### src/rtl/ltc2292_pkg.sv
// Shared types and constants for the LTC2292 ADC output emulator.
package ltc2292_pkg;

    localparam int unsigned SAMPLE_W = 12;
    localparam int unsigned PAIR_W   = 2 * SAMPLE_W;

    typedef struct packed {
        logic [SAMPLE_W-1:0] a;
        logic [SAMPLE_W-1:0] b;
    } pair_t;

    // ph0/ph1: adc_clk_o high, ph2/ph3: adc_clk_o low
    typedef enum logic [1:0] {
        PH0 = 2'd0,
        PH1 = 2'd1,
        PH2 = 2'd2,
        PH3 = 2'd3
    } phase_e;

endpackage

### src/rtl/sync_fifo.sv
// Single-clock FIFO with first-word fall-through read data and occupancy count.
module sync_fifo #(
    parameter int unsigned WIDTH = 24,
    parameter int unsigned DEPTH = 4
) (
    input  logic                     clk,
    input  logic                     rst_n,
    input  logic                     push,
    input  logic [WIDTH-1:0]         wdata,
    input  logic                     pop,
    output logic [WIDTH-1:0]         rdata,
    output logic                     empty,
    output logic                     full,
    output logic [$clog2(DEPTH):0]   level
);

    localparam int unsigned AW = $clog2(DEPTH);
    localparam logic [AW-1:0] PTR_ONE  = AW'(1);
    localparam logic [AW:0]   CNT_ONE  = (AW+1)'(1);
    localparam logic [AW:0]   CNT_FULL = (AW+1)'(DEPTH);

    logic [WIDTH-1:0] mem_q [DEPTH];
    logic [AW-1:0]    wr_ptr_q, wr_ptr_d;
    logic [AW-1:0]    rd_ptr_q, rd_ptr_d;
    logic [AW:0]      cnt_q, cnt_d;
    logic             push_ok, pop_ok;

    assign empty = (cnt_q == '0);
    assign full  = (cnt_q == CNT_FULL);
    assign level = cnt_q;
    assign rdata = mem_q[rd_ptr_q];

    always_comb begin
        push_ok  = push && !full;
        pop_ok   = pop && !empty;
        wr_ptr_d = wr_ptr_q;
        rd_ptr_d = rd_ptr_q;
        cnt_d    = cnt_q;
        if (push_ok) wr_ptr_d = wr_ptr_q + PTR_ONE;
        if (pop_ok)  rd_ptr_d = rd_ptr_q + PTR_ONE;
        case ({push_ok, pop_ok})
            2'b10:   cnt_d = cnt_q + CNT_ONE;
            2'b01:   cnt_d = cnt_q - CNT_ONE;
            default: cnt_d = cnt_q;
        endcase
    end

    always_ff @(posedge clk) begin
        if (push_ok) mem_q[wr_ptr_q] <= wdata;
    end

    always_ff @(posedge clk or negedge rst_n) begin
        if (!rst_n) begin
            wr_ptr_q <= '0;
            rd_ptr_q <= '0;
            cnt_q    <= '0;
        end else begin
            wr_ptr_q <= wr_ptr_d;
            rd_ptr_q <= rd_ptr_d;
            cnt_q    <= cnt_d;
        end
    end

endmodule

### src/rtl/ltc2292_tx.sv
// LTC2292 multiplexed-bus emulator: FIFO-fed sample pairs replayed A/B on a 4-phase ADC clock.
// Define LTC2292_TX_OFFSET_BIN_EN to emit offset binary instead of 2s complement.
module ltc2292_tx
    import ltc2292_pkg::*;
#(
    parameter int unsigned DEPTH   = 4,
    parameter int unsigned LATENCY = 5
) (
    input  logic                      clk,
    input  logic                      rst_n,
    input  logic                      en,
    input  logic                      s_valid,
    output logic                      s_ready,
    input  logic [SAMPLE_W-1:0]       s_a,
    input  logic [SAMPLE_W-1:0]       s_b,
    output logic                      adc_clk_o,
    output logic [SAMPLE_W-1:0]       dout,
    output logic                      underrun,
    input  logic                      underrun_clr,
    output logic [$clog2(DEPTH):0]    fifo_level
);

    function automatic logic [SAMPLE_W-1:0] out_code(input logic [SAMPLE_W-1:0] s);
`ifdef LTC2292_TX_OFFSET_BIN_EN
        return {~s[SAMPLE_W-1], s[SAMPLE_W-2:0]};
`else
        return s;
`endif
    endfunction

    phase_e              ph_q, ph_d;
    logic                adc_clk_q, adc_clk_d;
    pair_t               pipe_q [LATENCY];
    pair_t               pipe_d [LATENCY];
    pair_t               hold_q, hold_d;
    pair_t               in_pair;
    logic [SAMPLE_W-1:0] b_q, b_d;
    logic [SAMPLE_W-1:0] dout_q, dout_d;
    logic                underrun_q, underrun_d;
    logic [PAIR_W-1:0]   fifo_rdata;
    logic                fifo_empty, fifo_full, pop_slot;

    sync_fifo #(
        .WIDTH (PAIR_W),
        .DEPTH (DEPTH)
    ) u_fifo (
        .clk   (clk),
        .rst_n (rst_n),
        .push  (s_valid),
        .wdata ({s_a, s_b}),
        .pop   (pop_slot),
        .rdata (fifo_rdata),
        .empty (fifo_empty),
        .full  (fifo_full),
        .level (fifo_level)
    );

    assign s_ready   = !fifo_full;
    assign adc_clk_o = adc_clk_q;
    assign dout      = dout_q;
    assign underrun  = underrun_q;

    always_comb begin
        pop_slot   = en && (ph_q == PH0);
        ph_d       = en ? phase_e'(ph_q + 2'd1) : PH3;
        adc_clk_d  = en && ((ph_d == PH0) || (ph_d == PH1));
        hold_d     = hold_q;
        b_d        = b_q;
        dout_d     = dout_q;
        pipe_d     = pipe_q;
        in_pair    = fifo_empty ? hold_q : pair_t'(fifo_rdata);
        underrun_d = underrun_q;
        if (pop_slot && fifo_empty) underrun_d = 1'b1;
        else if (underrun_clr)      underrun_d = 1'b0;
        // The oldest stage is captured whole at ph0 so B survives the pipeline shift.
        if (pop_slot) begin
            hold_d    = in_pair;
            pipe_d[0] = in_pair;
            for (int unsigned i = 1; i < LATENCY; i++) pipe_d[i] = pipe_q[i-1];
            dout_d = out_code(pipe_q[LATENCY-1].a);
            b_d    = pipe_q[LATENCY-1].b;
        end
        if (en && (ph_q == PH2)) dout_d = out_code(b_q);
    end

    always_ff @(posedge clk or negedge rst_n) begin
        if (!rst_n) begin
            ph_q       <= PH3;
            adc_clk_q  <= 1'b0;
            for (int unsigned i = 0; i < LATENCY; i++) pipe_q[i] <= '0;
            hold_q     <= '0;
            b_q        <= '0;
            dout_q     <= '0;
            underrun_q <= 1'b0;
        end else begin
            ph_q       <= ph_d;
            adc_clk_q  <= adc_clk_d;
            pipe_q     <= pipe_d;
            hold_q     <= hold_d;
            b_q        <= b_d;
            dout_q     <= dout_d;
            underrun_q <= underrun_d;
        end
    end

endmodule

### config.mk
export PLATFORM = sky130hd
export DESIGN_NAME = ltc2292_tx
export DESIGN_NICKNAME = d
export VERILOG_FILES = /design/src/rtl/ltc2292_pkg.sv /design/src/rtl/sync_fifo.sv /design/src/rtl/ltc2292_tx.sv
export SDC_FILE = /design/constraint.sdc
export NUM_CORES = 1
export LEC_CHECK = 0
export ABC_CLOCK_PERIOD_IN_PS = 3900
export CELL_PAD_IN_SITES_DETAIL_PLACEMENT = 1
export CELL_PAD_IN_SITES_GLOBAL_PLACEMENT = 1
export CORE_ASPECT_RATIO = 0.8
export CORE_UTILIZATION = 56
export CTS_BUF_LIST = sky130_fd_sc_hd__clkbuf_16
export CTS_CLUSTER_SIZE = 24
export DETAILED_ROUTE_END_ITERATION = 12
export PLACE_DENSITY_LB_ADDON = 0.1
export SLEW_MARGIN = 10
export SYNTH_ARGS = -nofsm -noshare
export SYNTH_HDL_FRONTEND = slang
export SYNTH_SLANG_ARGS = --single-unit
### constraint.sdc
create_clock -name clk -period 3.9 [get_ports clk]
set_input_delay 1.17 -clock clk [delete_from_list [all_inputs] [get_ports clk]]
set_output_delay 1.17 -clock clk [all_outputs]
set_load 0.05 [all_outputs]
Word-level counts from Yosys, hierarchy flattened
Memories as Yosys holds them, arrays and structs flattened. A register that Yosys moved wholly into a read port is not among the register bits.
Cells that the tools add are included.
{ "totals": {"register_bits": 131, "output_inout_bits": 18, "n_memories": 1, "mem_bits_rw": 96} }
{ "classes": {"n_reduce_logical": 17, "muxes": 8, "bitwise": 1, "addsub": 5, "n_eq_ne": 5} }
{ "memory_table": {"columns": ["memory", "words", "width", "rd", "rd_clocked_by_memory_dff", "wr", "line", "rtl"], "rows": [
  ["u_fifo.mem_q", 4, 24, 1, 1, 1, "sync_fifo.sv:22", "logic [WIDTH-1:0] mem_q [DEPTH];"]
]} }
{ "op_table": {"columns": ["cell", "count"], "rows": [
  ["$mux 12", 2],
  ["$add 2x1->2 const B", 3],
  ["$logic_and 1x1->1", 6],
  ["$pmux 3 s2", 1],
  ["$reduce_bool 2->1", 3],
  ["$eq 2x1->1 const B", 2],
  ["$eq 2x2->1 const B", 2],
  ["$logic_not 2->1", 2],
  ["$mux 1", 4],
  ["$add 3x1->3 const B", 1],
  ["$eq 3x3->1 const B", 1],
  ["$logic_not 1->1", 3],
  ["$logic_not 3->1", 1],
  ["$sub 3x1->3 const B", 1],
  ["$mux 2", 1],
  ["$reduce_and 2->1", 1],
  ["$logic_or 1x1->1", 1],
  ["$not 1->1", 1]
]} }

Longest topological paths before layout
Gate-level depths: netlist of the first run.
{ "logic_depth": {"ltp_word": 5, "depth_mapped": 11, "depth_no_buf": 9} }

Cells and area by module
From an unflattened synthesis of the first run, not the netlist that was laid out.
{ "hier_totals": {"cells_unflattened": 514, "area_unflattened_um2": 9638.0} }
{ "by_module_without_submodules": {"columns": ["mod", "instances", "area_per_inst_um2", "cells_per_inst"], "rows": [
  ["ltc2292_tx", 1, 5704.2, 351],
  ["sync_fifo", 1, 3933.8, 163]
]} }

Least setup slack after synthesis of the first run
No wires, ideal clock.
{ "synth_timing": {"path_type": "input -> register", "from": "input port en", "to": "register u_fifo.cnt_q[2] (netlist: u_fifo.level[2])", "path_buffers": 2, "setup_time_ps": 82, "t_arrival_ps": 2611, "path_stages": 9, "slack_ps": 1207, "cell_sequence": "o311a_1 -> buf_4 -> buf_6 -> ha_1 -> inv_1 -> fa_1 -> xor2_1 -> nor2_1 -> xor2_1"} }
{ "synth_between": {"elab_chain_cells": 4, "elab_cells_between_ends": 6} }
{ "synth_rtl": {"columns": ["item", "line", "rtl"], "rows": [
  ["from (decl)", "ltc2292_tx.sv:11", "input logic en,"],
  ["$logic_and 1x1->1 (*)", "ltc2292_tx.sv:64", "pop_slot = en && (ph_q == PH0);"],
  ["$logic_and 1x1->1 (*)", "sync_fifo.sv:35", "pop_ok = pop && !empty;"],
  ["via u_fifo.pop_ok", "sync_fifo.sv:26", "logic push_ok, pop_ok;"],
  ["$eq 2x1->1 / $eq 2x2->1 (equally long branches)", "sync_fifo.sv:41", "case ({push_ok, pop_ok})"],
  ["$pmux 3 s2 / $reduce_bool 2->1 (equally long branches)", null, null],
  ["to (signal assigned)", "sync_fifo.sv:60", "cnt_q <= cnt_d;"],
  ["to (decl)", "sync_fifo.sv:25", "logic [AW:0] cnt_q, cnt_d;"]
]} }
The timed path passes the listed nets; every way through them passes the cells marked *.
A chain may end at the register's enable or synchronous reset.

Final worst setup path of the first run
{ "layout_timing": {"from": "register u_fifo.cnt_q[2] (netlist: u_fifo.level[2])", "to": "output port s_ready"} }
{ "layout_between": {"elab_chain_cells": 2} }
{ "layout_rtl": {"columns": ["item", "line", "rtl"], "rows": [
  ["$eq 3x3->1", "sync_fifo.sv:29", "assign full = (cnt_q == CNT_FULL);"],
  ["$logic_not 1->1", "ltc2292_tx.sv:58", "assign s_ready = !fifo_full;"],
  ["to (decl)", "ltc2292_tx.sv:13", "output logic s_ready,"]
]} }
Every way passes these cells.

==> flow_metrics.tcl, run 1 <==
set metrics [dict create \
    first_global_vias 5064 \
    p_leak_nw 4.77 \
    syn-num-nets 545 \
    cts_resized 0 \
    ant_nets 0 \
    synth_cell_types 29 \
    arrival_ps 2140 \
    grt_pass1_wl_um 29300 \
    vias 4446 \
    clockBufferDepth 3 \
    comb_power_share_pct 20.5 \
    async_flop_share_pct 61.8 \
    avgSynthCellArea_um2 18.9 \
    cts_hold_buf 0 \
    die-area_um2 17700 \
    seqPwrFrac_pct 52.1 \
    synth_flop_cell "dfrtp_1" \
    clk_pin_slew_worst_paths_ps 70 \
    row_count 42 \
    yosysTopAreaCell "dfrtp_1" \
    finalHoldViolCount 0 \
    initial_core_util_pct 57.6 \
    max_stage_delay_ps 720 \
    r2r_slack_ps 1600 \
    core_area_um2 16700 \
    synth_top_family_by_area "multiplexers" \
    ys.warnings.count 0 \
    drive_gt1_share_pct 34.4 \
    cp.depth 2 \
    port_buffers 46 \
    cp-end-kind "output pin" \
    p_int_mw 5.59 \
    antennaDiodeCount 0 \
    totalWireLength_um 17700 \
    dp_hpwl_um 11000 \
    critPathTopFamily "buffers and inverters" \
    drc 0 \
    drt_iter0_drc 210 \
    reg2reg_to "u_fifo.level[2]$_DFFE_PN0P_" \
    clk_latency_ps 520 \
    hold_start "ph_q[0]$_DFF_PN1_" \
    die_x_um 148 \
    power_density_nw_per_um2 703 \
    r2r_start "u_fifo.level[2]$_DFFE_PN0P_" \
    synth_top_area_share_pct 39.9 \
    slew_viol_final 0 \
    crit_type "register to output pin" \
    power.share.switching_pct 27.6 \
    min_to "ph_q[0]$_DFF_PN1_" \
    crit_path_start_kind "register" \
    crit_chain "or3b_4 > clkdlybuf4s50_1" \
    synth_edf_count 96 \
    reg2reg_depth 9 \
    fmaxAchievable_mhz 302 \
    crit_fanout 6 \
    synth-xor-area-share_pct 0.548 \
    cap_violations 0 \
    p_total_mw 7.73 \
    yosys.area_share.simple_pct 1.33 \
    status "finished clean" \
    synthTopCellsByArea "dfrtp_1, edfxtp_1, mux2_2" \
    synth-compound-area-share_pct 0.874 \
    post_drt_wl_per_cell_um 22.1 \
    relSlewSlack_pct 23.0 \
    overflow 0 \
    clock_sinks 251 \
    drtPass1Iterations 4 \
    dieHeight_um 119 \
    ys_ff_latch 251 \
    nets 605 \
    clkPwrFrac_pct 27.4 \
    grt_max_degree 76 \
    period_share_pct 84.8 \
    postSynthCellCount 508 \
    worstMarginPinSlew_ps 1160 \
    h-tree-depth 1 \
    vdd_drop_max_uv 451 \
    min_path_type "register to register" \
    boundaryPins 47 \
    post-route-min-period_ps 3310 \
    setup_viol 0 \
    grtUsageTotal_pct 22.0 \
    vias_per_cell 5.54 \
    cp.required_ps 2730 \
    postCtsSetupBuffers 0 \
    synthAdderAreaFrac_pct 1.12 \
    cts_tree "built" \
    muxShareOfSynthArea_pct 23.5 \
    cts_buffers 24 \
    hold_depth 1 \
    area_growth_pct 14.6 \
    ys_seq_area_share_pct 70.5 \
    gp_congestion 0.674 \
    syn-cell-area_um2 9590 \
    clock_skew_ps 14.0 \
    nFillCells 1363 \
    critPathSlowestCell "clkdlybuf4s50_1" \
    antenna_found_initial 0 \
    fin_tns_setup_ps 0 \
    ctsRootBufferMaster "clkbuf_16" \
    critPathBufInv 1 \
    p_sw_mw 2.14 \
    rsz0062_at_grt "false" \
]
==> layout by cell type, fill, tap and decap left out, types with 4 or more instances in the layout <==
cell and n:
mux2_4 19, mux4_2 18, dfrtp_1 153, o21ai_0 13, inv_1 13, buf_4 10
nand2_1 15, and3_1 4, clkinv_1 5, mux2_2 114, clkdlybuf4s50_1 45, mux2i_1 12
edfxtp_1 96, ha_1 7, clkinv_2 5, clkbuf_16 26, mux4_1 6
==> routing by layer <==
metal  up-vias  routed length [µm]  GRT usage (%)  share of wire, %
li1       1998                   -              -                 -
met1      2335                7800           30.2                44
met2        79                8910           36.7                50
met3        34                 605           3.49               3.4
met4         0                 372           6.31               2.1
met5         -                   0              0                 0
==> final cells by class <==
class,instances,area (µm²),area share [%]
flip-flops and latches,251,6760,61.5
repair buffers,58,577,5.25
clock inverters,14,58.8,0.535
well taps,220,275,2.50
multi-input cells,224,2630,23.9
clock buffers,26,651,5.92
inverters,9,33.8,0.307
==> worst reg2reg max path: stages, from the launching register on <==
cell and delay [ps]:
dfrtp_1 450, or3b_4 440, and2_4 200, inv_1 80
ha_1 180, inv_1 70, fa_1 380, xor2_1 150
nor2_1 120, xor2_1 150
==> sequential cells by signal (all words and copies together), names as in the netlist <==
| signal | cells |
|---|---|
| adc_clk_o | 1 |
| underrun | 1 |
| ph_q | 2 |
| u_fifo.wr_ptr_q | 2 |
| pipe_q | 96 |
| hold_q | 24 |
| u_fifo.mem_q | 96 |
| b_q | 12 |
| u_fifo.rd_ptr_q | 2 |
| dout | 12 |
| u_fifo.level | 3 |
==> stage by stage <==
step                      hold WS [ps]  instance area (µm²)  setup slack (ps)  instances  util [%]
after detailed placement           445                10300               760        762      61.7
after floorplan                    428                 9590              1210        508         -
after CTS                          460                11000               570        802      66.0
after global placement             434                10300               828        762      61.7
after global routing               476                11000               518        802      66.0
final                              459                11000               594        802      66.0
==> synthesized netlist by cell type (2+ instances only) <==
library cell  count
buf_6             3
buf_12            2
mux2_2          114
mux2i_1          12
ha_1              7
xnor2_1           3
dfstp_2           2
edfxtp_1         96
o21ai_0          13
buf_2            15
xor2_1            3
mux2_4           19
clkbuf_1          3
mux4_1            6
dfrtp_1         153
mux4_2           18
inv_1             9
nand2_1          16
and3_1            4
==> how the worst max path moves through the flow <==
| stage | startpoint | end | slack (ps) |
|---|---|---|---|
| final | u_fifo.level[2]$_DFFE_PN0P_ | s_ready | 590 |
| after global routing | u_fifo.level[1]$_DFFE_PN0P_ | s_ready | 520 |
| after CTS | u_fifo.level[1]$_DFFE_PN0P_ | s_ready | 570 |
| after detailed placement | en | pipe_q[55]$_DFFE_PN0N_ | 760 |
| after global placement | en | pipe_q[4]$_DFFE_PN0N_ | 830 |
| after floorplan | en | u_fifo.level[2]$_DFFE_PN0P_ | 1210 |
==> cells by family after synthesis <==
logic type | count (synthesis)
compound gates | 15
xor+xnor | 6
fa+ha+maj | 8
buf+inv | 33
flops | 251
mux | 169
simple gates | 26
==> power groups by stage <==
stage          registers [mW]  logic (mW)  clock network (mW)
4_1_cts                  4.04        1.62                2.17
5_1_grt                  4.13        1.72                2.25
6_report                 4.03        1.59                2.11
3_5_place_dp             4.07        1.56                   0
3_3_place_gp             3.98        1.47                   0
2_1_floorplan            3.87        1.19                   0
No activity file was read; power rests on OpenSTA's default activity.
==> inputs of run 2 (changes only) <==
ABC_CLOCK_PERIOD_IN_PS = 2900   (was 3900)
CORE_UTILIZATION = 47   (was 56)
clock period = 2.9 ns   (was 3.9 ns; I/O delays follow)
==> flow_metrics.tcl, run 2 (synthesis gave the netlist of run 1 again) <==
set metrics [dict create \
    totalWireLength_um 15400 \
    gp_congestion 0.660 \
    overflow 0 \
    status "finished clean" \
    mostFrequentLayoutCells "dfrtp_1, mux2_2, edfxtp_1, clkdlybuf4s50_1, clkbuf_16" \
    post-route-min-period_ps 2720 \
    worstMarginPinSlew_ps 510 \
    crit_path_start_kind "register" \
    drc 0 \
    ctsRootBufferMaster "clkbuf_16" \
    cp.required_ps 2030 \
    power_density_nw_per_um2 943 \
    initial_core_util_pct 48.2 \
    post_drt_wl_per_cell_um 18.0 \
    first_global_vias 4883 \
    relSlewSlack_pct 65.9 \
    p_leak_nw 4.84 \
    fin_tns_setup_ps 0 \
    grt_max_degree 65 \
    grt_pass1_wl_um 26700 \
    drt_iter0_drc 185 \
    finalHoldViolCount 0 \
    rsz0062_at_grt "false" \
    row_count 46 \
    vdd_drop_max_uv 510 \
    grtUsageTotal_pct 16.2 \
    clock_sinks 251 \
    boundaryPins 47 \
    drtPass1Iterations 4 \
    dp_hpwl_um 9730 \
    min_path_type "input port to asynchronous set/reset pin" \
    seqCellArea_um2 6760 \
    reg_top3 "pipe_q: 96 flops, u_fifo.mem_q: 96 flops, hold_q: 24 flops" \
    r2r_start "u_fifo.level[1]$_DFFE_PN0P_" \
    antennaDiodeCount 0 \
    clk_latency_ps 500 \
    cts_hold_buf 0 \
    clk_pin_slew_worst_paths_ps 60 \
    cts_buffers 25 \
    nets 609 \
    r2r_slack_ps 670 \
    multi_input_area_um2 2630 \
    cap_violations 0 \
    arrival_ps 1850 \
    crit_type "register to output pin" \
    cp-end-kind "output pin" \
    h-tree-depth 1 \
    vias 4383 \
    ant_nets 0 \
    die_x_um 162 \
    vias_per_cell 5.14 \
    setup_viol 0 \
    port_buffers 46 \
    core_area_um2 19900 \
    drive_gt1_share_pct 34.8 \
    slew_viol_final 0 \
    antenna_found_initial 0 \
    clockBufferDepth 3 \
    reg2reg_to "u_fifo.level[2]$_DFFE_PN0P_" \
    cts_tree "built" \
    area_growth_pct 16.7 \
    die-area_um2 21000 \
    period_share_pct 93.9 \
    nFillCells 1801 \
    crit_fanout 6 \
    reg2reg_depth 9 \
    p_total_mw 10.6 \
    fmaxAchievable_mhz 367 \
    final_common_cell "dfrtp_1" \
    clock_skew_ps 7.23 \
    dieHeight_um 130 \
]
-- run 2: power by group --
part | internal, mW | leakage (nW) | switching [mW]
Clock | 1.91 | 0.413 | 1.25
Sequential | 4.74 | 2.92 | 0.510
Combinational | 1.18 | 1.51 | 0.970
-- run 2: cell type report --
class                   instances  share of cell area [%]
clock buffers                  25                    5.59
repair buffers                 61                    5.57
well taps                     264                    2.95
clock inverters                19                    1.62
flip-flops and latches        251                    60.4
inverters                       9                   0.302
multi-input cells             224                    23.5
-- run 2: how the worst max path moves through the flow --
| stage | from | to | slack (ps) | depth (start not counted) |
|---|---|---|---|---|
| 2_1_floorplan | u_fifo.level[2]$_DFFE_PN0P_ | u_fifo.level[2]$_DFFE_PN0P_ | 400 | 9 |
| 3_3_place_gp | en | u_fifo.level[2]$_DFFE_PN0P_ | 260 | 8 |
| 3_5_place_dp | s_valid | u_fifo.level[2]$_DFFE_PN0P_ | 210 | 9 |
| 4_1_cts | u_fifo.level[1]$_DFFE_PN0P_ | s_ready | 160 | 2 |
| 5_1_grt | u_fifo.level[2]$_DFFE_PN0P_ | s_ready | 130 | 2 |
| 6_report | u_fifo.level[1]$_DFFE_PN0P_ | s_ready | 180 | 2 |
-- run 2: what timing repair did --
item,in CTS,in global routing
setup endpoints to repair,1,0
setup buffers,0,0
gates resized for setup,1,0
-- run 2: worst max-delay path, stage by stage, from the launching register on --
cell and delay (ps):
dfrtp_1 440, or3b_4 460, dlygate4sd2_1 440
-- run 2: metal layers --
layer / vias up / share of wire [%] / global-route usage (%)
met4: 0 / 2.0 / 4.50
met2: 67 / 44 / 25.0
li1: 2032 / - / -
met3: 24 / 3.0 / 2.64
met1: 2260 / 51 / 24.2
met5: - / 0 / 0
-- run 2: stage by stage --
stage / instances / utilization (%) / setup WS, ps / hold WS, ps / cell area (µm²)
floorplan: 508 / - / 396 / 428 / 9590
global placement: 809 / 52.1 / 255 / 435 / 10400
detailed placement: 809 / 52.1 / 207 / 448 / 10400
CTS: 853 / 56.2 / 162 / 261 / 11200
global route: 853 / 56.2 / 134 / 272 / 11200
finish: 853 / 56.2 / 178 / 265 / 11200
==> inputs of run 3 (changes only) <==
CTS_CLUSTER_DIAMETER = 200   (was default)
==> flow_metrics.tcl, run 3 (synthesis gave the netlist of run 1 again) <==
set metrics [dict create \
    grt_pass1_wl_um 26300 \
    cp-end-kind "output pin" \
    met2_wirelength_um 6640 \
    antenna_found_initial 0 \
    relSlewSlack_pct 65.9 \
    p_leak_nw 4.67 \
    row_count 46 \
    cap_violations 0 \
    fin_tns_setup_ps 0 \
    routed.top_layer "met4" \
    vdd_drop_max_uv 648 \
    clock_sinks 251 \
    drive_gt1_share_pct 33.0 \
    fin_area_um2 10800 \
    final.setup.worst_slack_ps 209 \
    first_global_vias 4752 \
    drc 0 \
    reg2reg_depth 9 \
    overflow 0 \
    vias 4298 \
    reg2reg_to "u_fifo.level[2]$_DFFE_PN0P_" \
    crit_fanout 6 \
    totalWireLength_um 15200 \
    status "finished clean" \
    die-area_um2 21000 \
    port_buffers 46 \
    p_total_mw 9.42 \
    ant_nets 0 \
    cts_resized 1 \
    ctsRootBufferMaster "clkbuf_16" \
    cts_hold_buf 0 \
    worstMarginPinSlew_ps 510 \
    period_share_pct 92.8 \
    slew_viol_final 0 \
    h-tree-depth 1 \
    cp.required_ps 2030 \
    clockBufferDepth 3 \
    cts_tree "built" \
    dieHeight_um 130 \
    boundaryPins 47 \
    min_path_type "input port to asynchronous set/reset pin" \
    initial_core_util_pct 48.2 \
    post-route-min-period_ps 2690 \
    drtPass1Iterations 4 \
    dp_hpwl_um 9730 \
    wl_met1_um 7870 \
    post_drt_wl_per_cell_um 18.3 \
    wl_met3_um 485 \
    instances_no_fill 833 \
    final_common_cell "dfrtp_1" \
    reg_top3 "pipe_q: 96 flops, u_fifo.mem_q: 96 flops, hold_q: 24 flops" \
    nets 598 \
    setup_viol 0 \
    antennaDiodeCount 0 \
    cts_buffers 14 \
    finalHoldViolCount 0 \
    vias_per_cell 5.16 \
    crit_type "register to output pin" \
    r2r_slack_ps 670 \
    placed_cells 809 \
    core_area_um2 19900 \
    gp_congestion 0.660 \
    clk_latency_ps 470 \
    power_density_nw_per_um2 872 \
    crit_path_start_kind "register" \
    rsz0062_at_grt "false" \
    mostFrequentLayoutCells "dfrtp_1, mux2_2, edfxtp_1, clkdlybuf4s50_1, mux2_4" \
    post-place-ws_ps 207 \
    clock_skew_ps 16.3 \
    dpl_cell_area_um2 10400 \
    area_growth_pct 12.7 \
    fmaxAchievable_mhz 372 \
    die_x_um 162 \
    r2r_start "u_fifo.level[2]$_DFFE_PN0P_" \
    postCtsSetupBuffers 0 \
    arrival_ps 1820 \
    clk_pin_slew_worst_paths_ps 90 \
    grt_max_degree 65 \
    grtUsageTotal_pct 15.9 \
    drt_iter0_drc 246 \
]
-- run 3: cell types whose count changed in the layout (fill, tap and decap cells not counted), sizes merged --
cell	delta
bufinv	-4
clkbuf	-10
clkinv	-10
inv	+4
-- run 3: worst max path at each step --
| stage | from | endpoint | slack, ps |
|---|---|---|---|
| floorplan | u_fifo.level[2]$_DFFE_PN0P_ | u_fifo.level[2]$_DFFE_PN0P_ | 400 |
| global placement | en | u_fifo.level[2]$_DFFE_PN0P_ | 260 |
| detailed placement | s_valid | u_fifo.level[2]$_DFFE_PN0P_ | 210 |
| CTS | u_fifo.level[0]$_DFFE_PN0P_ | s_ready | 190 |
| global route | u_fifo.level[2]$_DFFE_PN0P_ | s_ready | 140 |
| finish | u_fifo.level[2]$_DFFE_PN0P_ | s_ready | 210 |
-- run 3: area by class of cell --
type                            count  area, µm²
Tap cell                          264        330
Sequential cell                   251       6760
Inverter                            9       33.8
Clock inverter                      9       46.3
Timing Repair Buffer               61        623
Fill cell                        1815       9110
Clock buffer                       15        375
Multi-Input combinational cell    224       2630
-- run 3: layer usage --
| layer | vias to the layer above | track usage, % |
|---|---|---|
| met5 | - | 0 |
| met4 | 0 | 3.33 |
| met3 | 19 | 2.38 |
| met2 | 72 | 24.5 |
| met1 | 2216 | 24.3 |
| li1 | 1991 | - |
-- run 3: worst max-delay path: stages (launching register included) --
cell           delay [ps]
dfrtp_1               460
or3b_4                450
dlygate4sd2_1         440
-- run 3: stage by stage --
stage	util (%)	hold WS, ps
after global routing	54.3	289
after global placement	52.1	435
after detailed placement	52.1	448
final	54.3	284
after floorplan	-	428
after CTS	54.3	285
-- run 3: where the power goes --
part / switching [mW] / total (mW) / internal, mW
registers: 0.505 / 5.23 / 4.72
clock network: 1.09 / 2.04 / 0.952
logic: 0.968 / 2.15 / 1.18
total: 2.56 / 9.42 / 6.86
